### src/rtl/inst_encoder.sv
// RV32I instruction encoder: range-checks an immediate, scatters it into the
// format's bit positions and queues {word, address} pairs in a small FIFO.
module inst_encoder #(
    parameter logic [31:0] BASE_ADDR = 32'h0000_0000,
    parameter int unsigned DEPTH     = 2
) (
    input  logic        clk,
    input  logic        rst_n,
    input  logic        in_valid,
    output logic        in_ready,
    input  logic [2:0]  fmt,
    input  logic [6:0]  opcode,
    input  logic [2:0]  funct3,
    input  logic [6:0]  funct7,
    input  logic [4:0]  rd,
    input  logic [4:0]  rs1,
    input  logic [4:0]  rs2,
    input  logic [31:0] imm,
    output logic        out_valid,
    input  logic        out_ready,
    output logic [31:0] out_inst,
    output logic [31:0] out_addr,
    output logic        err,
    output logic [7:0]  err_cnt,
    output logic [15:0] word_cnt
);

    localparam int unsigned AW      = $clog2(DEPTH);
    localparam logic [AW:0] PTR_ONE = 1;

    typedef enum logic [2:0] {
        FMT_I = 3'd0,
        FMT_S = 3'd1,
        FMT_B = 3'd2,
        FMT_U = 3'd3,
        FMT_J = 3'd4,
        FMT_R = 3'd5
    } fmt_e;

    logic [AW:0]  wr_ptr_q, wr_ptr_d, rd_ptr_q, rd_ptr_d;
    logic [31:0]  next_addr_q, next_addr_d;
    logic         err_q, err_d;
    logic [7:0]   err_cnt_q, err_cnt_d;
    logic [15:0]  word_cnt_q, word_cnt_d;
    logic [31:0]  inst_mem [DEPTH];
    logic [31:0]  addr_mem [DEPTH];

    logic signed [31:0] imm_s;
    logic [31:0]  enc_word;
    logic         legal, empty, full, accept, push, reject, pop;

    assign imm_s = $signed(imm);

    // NOTE: every always_comb output gets a default first, so no path can leave it unassigned and infer a latch.
    always_comb begin
        enc_word = '0;
        legal    = 1'b0;
        case (fmt_e'(fmt))
            FMT_I: begin
                enc_word = {imm[11:0], rs1, funct3, rd, opcode};
                legal    = (imm_s >= -32'sd2048) && (imm_s <= 32'sd2047);
            end
            FMT_S: begin
                enc_word = {imm[11:5], rs2, rs1, funct3, imm[4:0], opcode};
                legal    = (imm_s >= -32'sd2048) && (imm_s <= 32'sd2047);
            end
            FMT_B: begin
                enc_word = {imm[12], imm[10:5], rs2, rs1, funct3, imm[4:1], imm[11], opcode};
                legal    = (imm_s >= -32'sd4096) && (imm_s <= 32'sd4094) && !imm[0];
            end
            FMT_U: begin
                enc_word = {imm[31:12], rd, opcode};
                legal    = (imm[11:0] == 12'd0);
            end
            FMT_J: begin
                enc_word = {imm[20], imm[10:1], imm[11], imm[19:12], rd, opcode};
                legal    = (imm_s >= -32'sd1048576) && (imm_s <= 32'sd1048574) && !imm[0];
            end
            FMT_R: begin
                enc_word = {funct7, rs2, rs1, funct3, rd, opcode};
                legal    = 1'b1;
            end
            default: begin
                enc_word = '0;
                legal    = 1'b0;
            end
        endcase
    end

    // Pointers carry one extra wrap bit so full and empty are distinguishable.
    assign empty     = (wr_ptr_q == rd_ptr_q);
    assign full      = (wr_ptr_q[AW] != rd_ptr_q[AW]) &&
                       (wr_ptr_q[AW-1:0] == rd_ptr_q[AW-1:0]);
    assign in_ready  = !full;
    assign out_valid = !empty;
    assign accept    = in_valid && in_ready;
    assign push      = accept && legal;
    assign reject    = accept && !legal;
    assign pop       = out_valid && out_ready;

    always_comb begin
        wr_ptr_d    = wr_ptr_q;
        rd_ptr_d    = rd_ptr_q;
        next_addr_d = next_addr_q;
        err_d       = err_q;
        err_cnt_d   = err_cnt_q;
        word_cnt_d  = word_cnt_q;
        if (push) begin
            wr_ptr_d    = wr_ptr_q + PTR_ONE;
            next_addr_d = next_addr_q + 32'd4;
            word_cnt_d  = word_cnt_q + 16'd1;
        end
        if (reject) begin
            err_d = 1'b1;
            if (err_cnt_q != 8'hFF) err_cnt_d = err_cnt_q + 8'd1;
        end
        if (pop) rd_ptr_d = rd_ptr_q + PTR_ONE;
    end

    // NOTE: sequential state uses non-blocking assignments so every flop samples pre-edge values.
    always_ff @(posedge clk or negedge rst_n) begin
        if (!rst_n) begin
            wr_ptr_q    <= '0;
            rd_ptr_q    <= '0;
            next_addr_q <= BASE_ADDR;
            err_q       <= 1'b0;
            err_cnt_q   <= '0;
            word_cnt_q  <= '0;
        end else begin
            wr_ptr_q    <= wr_ptr_d;
            rd_ptr_q    <= rd_ptr_d;
            next_addr_q <= next_addr_d;
            err_q       <= err_d;
            err_cnt_q   <= err_cnt_d;
            word_cnt_q  <= word_cnt_d;
        end
    end

    // NOTE: storage is deliberately not reset; the empty flag masks stale entries from the outputs.
    always_ff @(posedge clk) begin
        if (push) begin
            inst_mem[wr_ptr_q[AW-1:0]] <= enc_word;
            addr_mem[wr_ptr_q[AW-1:0]] <= next_addr_q;
        end
    end

    assign out_inst = empty ? 32'd0 : inst_mem[rd_ptr_q[AW-1:0]];
    assign out_addr = empty ? 32'd0 : addr_mem[rd_ptr_q[AW-1:0]];
    assign err      = err_q;
    assign err_cnt  = err_cnt_q;
    assign word_cnt = word_cnt_q;

endmodule

### config.mk
export PLATFORM = sky130hd
export DESIGN_NAME = inst_encoder
export DESIGN_NICKNAME = d
export VERILOG_FILES = /design/src/rtl/inst_encoder.sv
export SDC_FILE = /design/constraint.sdc
export NUM_CORES = 1
export LEC_CHECK = 0
export ABC_AREA = 1
export CAP_MARGIN = 20
export CELL_PAD_IN_SITES_DETAIL_PLACEMENT = 1
export CELL_PAD_IN_SITES_GLOBAL_PLACEMENT = 2
export CORE_ASPECT_RATIO = 1.5
export CORE_MARGIN = 4
export CORE_UTILIZATION = 32
export DETAILED_ROUTE_END_ITERATION = 6
export PLACE_DENSITY = 0.84
export SYNTH_ARGS = -nofsm -noshare
export SYNTH_HDL_FRONTEND = slang
export SYNTH_SLANG_ARGS = --single-unit
### constraint.sdc
create_clock -name clk -period 5.7 [get_ports clk]
set_clock_uncertainty 0.2 [all_clocks]
set_input_delay 1.14 -clock clk [delete_from_list [all_inputs] [get_ports clk]]
set_output_delay 1.14 -clock clk [all_outputs]
set_load 0.01 [all_outputs]
Word level (Yosys, flattened, before mapping)

Memory sizes are Yosys's and may differ from the RTL's.
Cells that the tools add are included.
W data, S select, Z words.

$add $sub $neg: 5
Order comparisons: 6
Equality and inequality tests: 9
Multiplexer cells: 6
Reduce and logical (&&, ||, !) cells: 18

Operators by type and width:

| kind                    | number |
|---|---|
| $pmux W32 S6            | 1 |
| $mux W32                | 2 |
| $add A32 B3 Y32 const B | 1 |
| $ge A32 B12 Y1 const B  | 1 |
| $ge A32 B13 Y1 const B  | 1 |
| $ge A32 B21 Y1 const B  | 1 |
| $le A32 B12 Y1 const B  | 1 |
| $le A32 B13 Y1 const B  | 1 |
| $le A32 B21 Y1 const B  | 1 |
| $add A16 B1 Y16 const B | 1 |
| $logic_not A12 Y1       | 1 |
| $logic_and A1 B1 Y1     | 10 |
| $add A8 B1 Y8 const B   | 1 |
| $ne A8 B8 Y1 const B    | 1 |
| $eq A3 B2 Y1 const B    | 2 |
| $eq A3 B3 Y1 const B    | 2 |
| $pmux W1 S5             | 1 |
| $add A2 B1 Y2 const B   | 2 |
| $logic_not A1 Y1        | 4 |
| $eq A3 B1 Y1 const B    | 1 |
| $logic_not A3 Y1        | 1 |
| $eq A2 B2 Y1            | 1 |
| $mux W1                 | 2 |
| $reduce_and A2 Y1       | 1 |
| other kinds (3)         | 3 |

Bits in registers: 61
Memory bits (writable): 128
Input port bits: 71
Logic and storage cells: 52
Memories: 2

Memory list:

| name     | depth | width | read ports | clocked after Yosys merged registers in | write ports | RTL line | source |
|---|---|---|---|---|---|---|---|
| addr_mem | 2     | 32    | 1          | 0                                       | 1           | 46       | `logic [31:0] addr_mem [DEPTH];` |
| inst_mem | 2     | 32    | 1          | 0                                       | 1           | 45       | `logic [31:0] inst_mem [DEPTH];` |

Depth between registers and ports, before layout

Depth after elaboration: 7
Mapped depth: 16

Least setup slack after synthesis

Ideal clock, no wire load.

Path kind: input port to flip-flop
Start point: input fmt[1]
End point: memory addr_mem[0][10], enable pin
Library setup time: 0.482 ns
Data arrival time: 4.768 ns
Required time: 5.018 ns
Setup slack: 0.250 ns
Stages: 12
Cell sequence: nor2_1 inv_2 nor2_2 inv_2 a21oi_1 nand2_1 nand2_1 nand2_2 nand2_2 nand2_2 buf_2 nor2_1

Word-level cells in the longest chain between the ends: 6
Elaborated cells on any way between the ends: 11
Classes of those cells: 5 x eq/ne; 3 x mux; 3 x reduce/logical

Ends and longest elaborated chain:

| item                                                    | RTL line | source |
|---|---|---|
| start, declared                                         | 11       | `input logic [2:0] fmt,` |
| $eq A3 B1 Y1 / $logic_not A3 Y1 (equally long branches) | 58       | `case (fmt_e'(fmt))` |
| $reduce_or A2 Y1 (no source line)                       | n/a      |  |
| $pmux W1 S5 *                                           | 58       |  |
| $logic_and A1 B1 Y1 *                                   | 97       | `assign push = accept && legal;` |
| $mux W1 *                                               | 141      | `if (push) begin` |
| $mux W1 (implied by the code) *                         | 143      | `addr_mem[wr_ptr_q[AW-1:0]] <= next_addr_q;` |
| end, declared                                           | 46       |  |

Every way passes the cells marked *; elsewhere a longest branch is shown, timed or not.

Final worst setup path

Start point: register wr_ptr_q[0]
End point: output out_inst[23]

Word-level cells in the longest chain between the ends: 2

Ends and longest elaborated chain:

| item                   | RTL line | source |
|---|---|---|
| start, declared        | 40       | `logic [AW:0] wr_ptr_q, wr_ptr_d, rd_ptr_q, rd_ptr_d;` |
| start signal, assigned | 130      | `wr_ptr_q <= wr_ptr_d;` |
| $eq A2 B2 Y1           | 91       | `assign empty = (wr_ptr_q == rd_ptr_q);` |
| $mux W32               | 147      | `assign out_inst = empty ? 32'd0 : inst_mem[rd_ptr_q[AW-1:0]];` |
| end, declared          | 21       | `output logic [31:0] out_inst,` |

No other way between the ends.

==> summary.md <==
| Metric | Value |
|---|---|
| Status | finished clean |
| Maximum clock path buffer count | 2 |
| Post-synth top area share | 0.407 |
| Worst R2R Setup Slack | 3.11 ns |
| Seq cells post-synth | between 150 and 200 |
| Multi-input logic area | 3460 um^2 |
| Largest fanout on the critical path | 43 |
| CTS root buffer | clkbuf_16 |
| Worst vdd ir | roughly 0.21 mV |
| Post-synthesis async set-or-reset flop share | 0.322 |
| DR DRC count | 0 |
| Post-DP HPWL | 20,900 um |
| Max-Cap Viols | 0 |
| Crit path max-delay cell type | inv_2 |
| Fmax | 217 MHz |
| Syn. warnings | 0 |
| Grt peak-use layer | met2 |
| RSZ-0062 raised after global routing | false |
| Post-DR wirelength/cell | 18.8 um |
| Clock Latency Late Sink | 0.45 ns |
| Grt met2 use | 0.353 |
| Hold_sp | rd_ptr_q[1] |
| DRT Pass-1 Iters | 4 |
| Filler cell count | 3,262 |
| Post-Syn Area | 9140 um^2 |
| Register area share after synthesis | 0.569 |
| Postcts setup bufs | 0 |
| Fin crit share | 0.808 |
| Crit path time final | 4.61 ns |
| Post-CTS Resized | 0 |
| Static leakage | 4.69 nW |
| Worst hold path class | flip-flop to flip-flop |
| Core Region | 28,100 um^2 |
| Largest cells by area after synthesis | edfxtp_1, dfrtp_1, nand2_1 |
| Reg2Reg Depth | 5 |
| Synthesis-to-finish area growth | 28.3% |
| M3 GR Usage | 0.0327 |
| Final hold vios | 0 |
| Post-Synthesis Cells | between 1k and 1.5k |
| Die H | between 200 and 250 um |
| Largest net degree at the start of global routing | 65 |
| Hold path depth | 1 |
| Gr usage total | 0.186 |
| CTS buffer count | 17 |
| Final antenna diode count | 0 |
| CP endpoint kind | output port |
| Vias in the first global route | 8,072 |
| Proportion of layout cells with a drive suffix above 1 | 0.0527 |
| Finished Core Util | 0.418 |
| Initial antenna violation count | 0 |
| Die width | 146 um |
| Final Non-Filler Cells | 1,542 |
| Worst slew margin | 0.419 |
| Critical R2R Capture | inst_mem[1][21] |
| Routed WL | 29,000 um |
| DRT iter0 DRCs | 299 |
| Pwr dens | 412 nW/um^2 |
| Register area | 5200 um^2 |
| Setup CP Type | flip-flop to output port |
| Post-place instance area | 11,100 um^2 |
| # H-tree levels | 4 |
| Slew @ Worst Pin | ~0.87 ns |
| Routability Congestion | 0.866 |
| DR vias | about 7.7k |
| Setup TNS Final | 0 ns |
| Fin Hold WS | 0.291 ns |
| Mean Syn Cell Area | 8.88 um^2 |
| Die area | 31,400 um^2 |
| Met1 usage | 0.211 |
| Reg clk slew, reported paths | 0.07 ns |
| Crit path arrival time | 3.27 ns |
| Req. time, crit path | 4.36 ns |
| Post-synth EDFFs | about 120 |
| Crit-path max cell delay | 0.66 ns |
| Top FF cell, synth | edfxtp_1 |
| Dpl cells | 1,509 |
| Global-route wire length before repair | 45,800 um |
| Boundary Pins | 162 |
| Overflow after GRT | 0 |
| Netlist cell types | 31 |
| Initial Util | 0.326 |
| CTS tree | yes |
| Worst path cell trace | xnor2_1, nand2_1, inv_2, buf_4, a21oi_1, clkdlybuf4s50_1 |
| Row count | 75 |
| Fin area | between 10,000 and 15,000 um^2 |
| Critical path's top delay family | buffers and inverters |
| CP Launch Type | flip-flop |
| Final Setup Violations | 0 |
| WP buf/inv | 3 |
| Number of nets in the layout | 1,257 |
| IO buf count | 159 |
| Worst Hold End | rd_ptr_q[1] |
| Post-synth top area cell | edfxtp_1 |
| DR vias/cell | 4.98 |
| Worst r2r src | wr_ptr_q[0] |
| Clock sink count | 183 |
| Antenna viol nets, final | 0 |
| Hold buffers post-CTS | 0 |
| Fin. max-slew vios | 0 |
-- layout by cell type (no fill, tap or decap), types with 5 or more instances in the layout --
| cell | instances |
|---|---|
| nand3_1 | 60 |
| inv_1 | 74 |
| o221ai_1 | 11 |
| a21oi_1 | 68 |
| xnor2_1 | 26 |
| inv_2 | 8 |
| nor3_1 | 24 |
| inv_8 | 5 |
| clkdlybuf4s50_1 | 158 |
| nand2_1 | 345 |
| nor2_1 | 79 |
| buf_4 | 9 |
| nor4_1 | 8 |
| nand4_1 | 24 |
| edfxtp_1 | 124 |
| clkbuf_16 | 17 |
| o21ai_0 | 35 |
| xor2_1 | 26 |
| dfrtp_1 | 58 |
-- worst reg2reg max path, stage by stage (launching register included) --
cell and delay, ns:
dfrtp_1 0.47, xnor2_1 0.24, a21boi_4 0.22, nand2_2 0.35, nor2_4 0.49, buf_4 0.31
-- how the worst max path moves through the flow --
stage | startpoint | endpoint | slack (ns) | cells past startpoint
floorplan | fmt[1] | addr_mem[0][10] | 0.25 | 12
global placement | fmt[1] | inst_mem[1][17] | 1.31 | 10
detailed placement | fmt[2] | inst_mem[1][16] | 1.21 | 11
CTS | wr_ptr_q[0] | out_inst[23] | 1.0 | 6
global route | wr_ptr_q[0] | out_inst[23] | 0.85 | 6
finish | wr_ptr_q[0] | out_inst[23] | 1.09 | 6
-- layer usage --
metal  wire [um]  share of wire
met1       11700           0.40
met2       15900           0.55
met3         930          0.032
met4         470          0.016
met5           0              0
-- power by group --
group	switching (mW)	internal (mW)	leakage [nW]	total, mW
Clock	0.560	0.624	0.291	1.18
Combinational	1.14	0.862	2.43	2.00
Sequential	0.109	1.54	1.97	1.65
-- cell usage after synthesis (8+ instances only) --
cell	n
o221ai_1	11
inv_2	8
a21oi_1	68
nand4_1	24
xor2_1	26
o21ai_0	35
xnor2_1	26
nand3_1	60
nor3_1	24
nor2_1	80
clkbuf_1	24
buf_2	8
edfxtp_1	124
nand2_1	345
dfrtp_1	59
inv_1	74
nor4_1	8
-- cells by family after synthesis --
group | Yosys count | synth area share
simple gates | 550 | 0.249
flops | 183 | 0.569
buf+inv | 121 | 0.0553
compound gates | 120 | 0.0724
xor+xnor | 52 | 0.0498
fa+ha+maj | 3 | 0.00411
other cells | 1 | 0.000410
-- cell type report --
| class | instances | share of cell area |
|---|---|---|
| clock buffer | 18 | 0.0366 |
| clock inverter | 14 | 0.0137 |
| inverter | 82 | 0.0262 |
| multi-input combinational | 727 | 0.295 |
| sequential | 183 | 0.443 |
| tap | 346 | 0.0369 |
| timing repair buffer | 172 | 0.148 |
-- flip-flops by register name (all words and copies together) (netlist names) --
signal and count:
err_cnt 8, err 1, word_cnt 16, addr_mem 60, inst_mem 64, wr_ptr_q 2, rd_ptr_q 2, next_addr_q 30
-- stage by stage --
| stage | total power [mW] | setup slack [ns] |
|---|---|---|
| after detailed placement | 3.71 | 1.21 |
| after global placement | 3.69 | 1.31 |
| after floorplan | 2.58 | 0.250 |
| final | 4.84 | 1.09 |
| after CTS | 4.92 | 0.995 |
| after global routing | 5.11 | 0.851 |
Power figures use the tool's default switching activity.
